[config.mk]
export PLATFORM = sky130hd
export DESIGN_NAME = display_arbiter
export DESIGN_NICKNAME = d
export VERILOG_FILES = /design/src/rtl/display_arbiter.sv
export SDC_FILE = /design/constraint.sdc
export NUM_CORES = 1
export LEC_CHECK = 0
export BUFFER_PORTS_ARGS = -buffer_cell sky130_fd_sc_hd__buf_2
export CAP_MARGIN = 0
export CORE_MARGIN = 10
export CORE_UTILIZATION = 54
export DETAILED_ROUTE_END_ITERATION = 6
export PLACE_DENSITY = 0.81
export SYNTH_ARGS = -nofsm -noshare
export SYNTH_HDL_FRONTEND = slang
export SYNTH_HIERARCHICAL = 1
export SYNTH_SLANG_ARGS = --single-unit
export TNS_END_PERCENT = 1
[constraint.sdc]
create_clock -name clock -period 4.8 [get_ports clock]
set_clock_uncertainty 0.15 [all_clocks]
set_input_delay 0.96 -clock clock [delete_from_list [all_inputs] [get_ports clock]]
set_output_delay 0.96 -clock clock [all_outputs]
set_load 0.005 [all_outputs]
[src/rtl/display_arbiter.sv]
// Two-requester arbiter for an 8-digit hex seven-segment bank.
// Ownership is held for a minimum of HOLD_CYCLES cycles. Once that time is up,
// the other requester may pre-empt unless lock is high. All outputs are
// registered.
`timescale 1ns/1ps

// One digit of leading-zero suppression. The digit goes dark when it and every
// digit above it are zero, unless force_show keeps it lit.
module display_arbiter_digit (
  input  logic [3:0] nibble,
  input  logic       zero_above,
  input  logic       force_show,
  output logic       blank
);
  assign blank = zero_above & (nibble == 4'h0) & ~force_show;
endmodule

module display_arbiter #(
  parameter int HOLD_CYCLES = 50000000
) (
  input  logic        clock,
  input  logic        resetn,
  input  logic        req_a,
  input  logic [31:0] value_a,
  input  logic        req_b,
  input  logic [31:0] value_b,
  input  logic        lock,
  output logic        grant_a,
  output logic        grant_b,
  output logic [31:0] disp_value,
  output logic [7:0]  disp_blank
);
  localparam int NUM_DIGITS = 8;
  localparam int CNT_W      = 26;
  localparam logic [CNT_W-1:0] HOLD_LOAD = CNT_W'(HOLD_CYCLES - 1);
  localparam logic OWNER_A = 1'b0;
  localparam logic OWNER_B = 1'b1;

  typedef enum logic [1:0] {
    IDLE  = 2'd0,
    OWN_A = 2'd1,
    OWN_B = 2'd2
  } state_t;

  state_t             state, nxt_state;
  logic [CNT_W-1:0]   cnt, nxt_cnt;
  logic               last_owner, nxt_last;
  logic [31:0]        nxt_value;
  logic               enter_a, enter_b;
  logic [NUM_DIGITS-1:0]      nxt_blank;
  logic [NUM_DIGITS-1:0][3:0] nxt_digits;
  logic [NUM_DIGITS-1:0]      zero_chain;
  logic                       nxt_granted;

  // Next-state, counter and display value; entry actions shared via enter_a/enter_b
  always_comb begin
    nxt_state = state;
    nxt_cnt   = cnt;
    nxt_last  = last_owner;
    nxt_value = disp_value;
    enter_a   = 1'b0;
    enter_b   = 1'b0;
    unique case (state)
      IDLE: begin
        nxt_cnt   = '0;
        nxt_value = '0;
        // On a tie, grant whoever did not own last.
        if (req_a && (!req_b || last_owner == OWNER_B)) enter_a = 1'b1;
        else if (req_b)                                 enter_b = 1'b1;
      end
      OWN_A: begin
        if (cnt != '0) begin
          nxt_cnt = cnt - 1'b1;
          if (req_a) nxt_value = value_a;
        end else if (req_b && !lock) begin
          enter_b = 1'b1;
        end else if (req_a) begin
          nxt_value = value_a;
        end else begin
          nxt_state = IDLE;
          nxt_value = '0;
        end
      end
      OWN_B: begin
        if (cnt != '0) begin
          nxt_cnt = cnt - 1'b1;
          if (req_b) nxt_value = value_b;
        end else if (req_a && !lock) begin
          enter_a = 1'b1;
        end else if (req_b) begin
          nxt_value = value_b;
        end else begin
          nxt_state = IDLE;
          nxt_value = '0;
        end
      end
      default: begin
        nxt_state = IDLE;
        nxt_cnt   = '0;
        nxt_value = '0;
      end
    endcase
    if (enter_a) begin
      nxt_state = OWN_A;
      nxt_cnt   = HOLD_LOAD;
      nxt_last  = OWNER_A;
      nxt_value = value_a;
    end else if (enter_b) begin
      nxt_state = OWN_B;
      nxt_cnt   = HOLD_LOAD;
      nxt_last  = OWNER_B;
      nxt_value = value_b;
    end
  end

  // Blank flags are derived from the value about to be registered, so both
  // land on the same edge.
  assign nxt_digits  = nxt_value;
  assign nxt_granted = (nxt_state != IDLE);

  // zero_chain[i]: every digit strictly above digit i is zero.
  assign zero_chain[NUM_DIGITS-1] = 1'b1;
  genvar g;
  generate
    for (g = 0; g < NUM_DIGITS - 1; g++) begin : g_chain
      assign zero_chain[g] = zero_chain[g+1] & (nxt_digits[g+1] == 4'h0);
    end
    for (g = 0; g < NUM_DIGITS; g++) begin : g_digit
      // Digit 0 stays lit while granted so a zero value still shows "0".
      display_arbiter_digit u_digit (
        .nibble     (nxt_digits[g]),
        .zero_above (zero_chain[g]),
        .force_show ((g == 0) ? nxt_granted : 1'b0),
        .blank      (nxt_blank[g])
      );
    end
  endgenerate

  // State register and registered outputs; reset drops everything immediately.
  always_ff @(posedge clock or negedge resetn) begin
    if (!resetn) begin
      state      <= IDLE;
      cnt        <= '0;
      last_owner <= OWNER_B;
      grant_a    <= 1'b0;
      grant_b    <= 1'b0;
      disp_value <= '0;
      disp_blank <= 8'hFF;
    end else begin
      state      <= nxt_state;
      cnt        <= nxt_cnt;
      last_owner <= nxt_last;
      grant_a    <= (nxt_state == OWN_A);
      grant_b    <= (nxt_state == OWN_B);
      disp_value <= nxt_value;
      disp_blank <= nxt_blank;
    end
  end
endmodule

==> out/metrics.cfg <==
[outcome]
status = finished, violations left
violations = DRC

[routing]
drtIter0Drc = 688
vias = 4611
routed_wl_mm = 14.3
firstDrtPassIters = 7
wl_per_cell_um = 20.5
viasPerCell = 6.61
drc = 11
ant_nets = 0

[clock_tree]
clkSinkCount = 71
numCtsBuffers = 9
clock_path_buffers = 2
cts_tree = yes
clock_latency_ns = 0.35
holdBufCountCts = 0
post_cts_buffers = 0
clk_pin_slew_worst_paths_ns = 0.08
root_buffer = clkbuf_8
cts_max_level = 3
post_cts_resized = 0

[sta]
rsz0062_at_grt = no
finalSetupViolCount = 0
holdWs_ns = 0.389
min_period_over_period = 0.892
finalSetupTns_ns = 0
slew_headroom = 0.401
fmax_mhz = 234
finalCriticalPeriod_ns = 4.28
worst_pin_slew_ns = 0.895
hold_violations = 0
maxSlewViolCount = 0

[yosys]
ys_seq_area_frac = 0.399
netlist_area_um2 = 4480
avgSynthCellArea_um2 = 9.32
synth_edf_count = 0
synthFlopType = dfrtp_1
syn_inst = 480
yosysWarningCount = 6
synth-async-reset-ratio = 1.00
yosys.cell_types.count = 61
synth-seq-cells = 71

[grt]
grt-ovfl-total = 0
grt_pass1_wl_mm = 23.5
grt_max_degree = 54
grt_util_all_layers = 0.221
first_global_vias = 4741
antenna_found_initial = 0

[worst_setup_path]
cp-end-kind = flip-flop
critPathLaunchType = flip-flop
cp.required_ns = 4.93
arrival_ns = 4.41
path_class = flip-flop to flip-flop
critical_path.max_fanout = 15

[placement]
dp.cells = 682
port_buffers = 110
gp_congestion = 0.941
hpwl_mm = 10.6

[power_and_ir_drop]
p_leak_nw = 2.39
pwr-share-comb = 0.495
power_density_nw_per_um2 = 612
ir_drop_uv = 328
power_frac_clock = 0.181
power_frac_seq = 0.323
total_power_mw = 3.29
internal_power_mw = 1.84
p_sw_frac = 0.442
switchingPower_mw = 1.45

[floorplanning]
core-area_um2 = 8130
rows = 33
initial_utilization = 0.550
ios = 111
fp.dieH_um = 111
die-area_um2 = 12300
die_w_um = 111

[job]
drv_cap = 0

[cells_and_area]
layout.nets = 662
antenna_cells = 0
drive_gt1_frac = 0.290
stdcell_count = 698
syn2layout_area_growth_pct = 20.1

[hold_path]
hold_class = input port to asynchronous set/reset pin

layout make-up:
| class | count | area [um^2] |
|---|---|---|
| Clock buffer | 11 | 141 |
| Inverter | 24 | 90.1 |
| Timing Repair Buffer | 119 | 618 |
| Clock inverter | 5 | 105 |
| Tap cell | 105 | 131 |
| Multi-Input combinational cell | 363 | 2500 |
| Sequential cell | 71 | 1790 |
| Fill cell | 652 | 2760 |
Yosys cell counts (3+ instances only):
| library cell | count | area (um^2) |
|---|---|---|
| dfrtp_1 | 62 | 1550 |
| nand2_1 | 36 | 135 |
| nor2_1 | 36 | 135 |
| o21ai_0 | 28 | 140 |
| a21oi_1 | 26 | 130 |
| clkbuf_1 | 23 | 86.3 |
| inv_1 | 23 | 86.3 |
| a222oi_1 | 20 | 200 |
| a221o_1 | 18 | 180 |
| a22oi_1 | 16 | 120 |
| a31oi_1 | 15 | 93.8 |
| o211ai_1 | 11 | 82.6 |
| nand3_1 | 10 | 50.1 |
| nor3_2 | 10 | 100 |
| o32ai_1 | 10 | 87.6 |
| dfstp_2 | 9 | 236 |
| nand4_1 | 9 | 56.3 |
| or4b_1 | 8 | 80.1 |
| and2_1 | 7 | 43.8 |
| xnor2_1 | 7 | 61.3 |
| nor3_1 | 6 | 30.0 |
| o22ai_1 | 6 | 37.5 |
| ha_1 | 5 | 62.6 |
| or4_1 | 5 | 37.5 |
| buf_2 | 4 | 20.0 |
| nor4_1 | 4 | 25.0 |
| nor4_4 | 4 | 85.1 |
| o21ai_1 | 4 | 20.0 |
| or3_1 | 4 | 25.0 |
| xor2_1 | 4 | 35.0 |
| a22o_1 | 3 | 26.3 |
| and4_1 | 3 | 26.3 |
| nor2b_1 | 3 | 18.8 |
| nor4_2 | 3 | 37.5 |
| o21a_1 | 3 | 22.5 |
worst paths after layout:
path                       slack (ns)  cells past startpoint                       end                startpoint
max                              0.52                     13   disp_blank[0]$_DFF_PN1_        cnt[0]$_DFFE_PN0P_
min                              0.39                      1       cnt[17]$_DFFE_PN0P_                    resetn
min reg2reg                      0.40                      2  disp_value[18]$_DFF_PN0_  disp_value[18]$_DFF_PN0_
max in group asynchronous        3.08                      2  disp_value[29]$_DFF_PN0_                    resetn
max reg2reg                      0.52                     13   disp_blank[0]$_DFF_PN1_        cnt[0]$_DFFE_PN0P_
min in group clock               0.40                      2  disp_value[18]$_DFF_PN0_  disp_value[18]$_DFF_PN0_
registers in the layout, indices dropped and copies added (netlist names):
register,flops
disp_value,32
cnt,26
disp_blank,8
state,2
grant_a,1
grant_b,1
last_owner,1
cell families (layout without fill, tap and decap cells):
group | count (synthesis) | after routing | synth area share
compound gates | 173 | 173 | 0.280
xor+xnor | 11 | 11 | 0.0215
fa+ha+maj | 5 | 5 | 0.0140
buf+inv | 52 | 159 | 0.0464
flops | 71 | 71 | 0.399
mux | 2 | 2 | 0.00447
other cells | 2 | 8 | 0.00168
simple gates | 164 | 164 | 0.232
placed cells by master, fill, tap and decap left out, types with 4 or more instances in the layout:
cell type  count
nand4_1        9
xor2_1         4
dfstp_2        9
a31oi_1       15
nor2_1        36
nand2_1       36
conb_1         8
nor3_1         6
nand3_1       10
xnor2_1        7
nor3_2        10
buf_2        110
and2_1         7
or4b_1         8
nor4_1         4
inv_1         23
o32ai_1       10
a222oi_1      20
o21ai_0       28
or4_1          5
buf_4          9
clkbuf_8      10
ha_1           5
a221o_1       18
o21ai_1        4
a21oi_1       26
a22oi_1       16
nor4_4         4
dfrtp_1       62
o211ai_1      11
o22ai_1        6
or3_1          4
power groups by stage:
stage / logic (mW) / registers (mW) / clock network, mW
final: 1.63 / 1.06 / 0.596
after global routing: 1.79 / 1.09 / 0.624
after CTS: 1.61 / 1.06 / 0.598
after detailed placement: 1.60 / 1.06 / 0
after global placement: 1.56 / 1.06 / 0
after floorplan: 1.11 / 1.03 / 0
per-layer routing:
| metal | track usage | part of all wire | vias to the layer above |
|---|---|---|---|
| met5 | 0 | 0 | - |
| met4 | 0.0677 | 0.014 | 0 |
| met3 | 0.0584 | 0.10 | 28 |
| met2 | 0.355 | 0.48 | 282 |
| met1 | 0.284 | 0.41 | 2212 |
| li1 | - | - | 2089 |
worst max-delay path, stage by stage, from the launching register on:
cell	delay, ns
dfrtp_1	0.38
inv_1	0.09
ha_1	0.22
nor4b_4	0.45
nand4_4	0.28
o21ai_4	0.40
buf_4	0.28
o22ai_1	0.29
a222oi_1	0.49
and2_1	0.20
nand4_1	0.15
nor3_2	0.23
or4b_1	0.47
nor3_2	0.11
metrics by stage:
step	cell area (um^2)	setup slack (ns)	utilization
final	5380	0.519	0.661
after floorplan	4500	0.914	-
after global placement	5130	0.549	0.631
after CTS	5380	0.567	0.661
after detailed placement	5130	0.436	0.631
after global routing	5380	0.309	0.661
(Power assumes the default switching activity.)
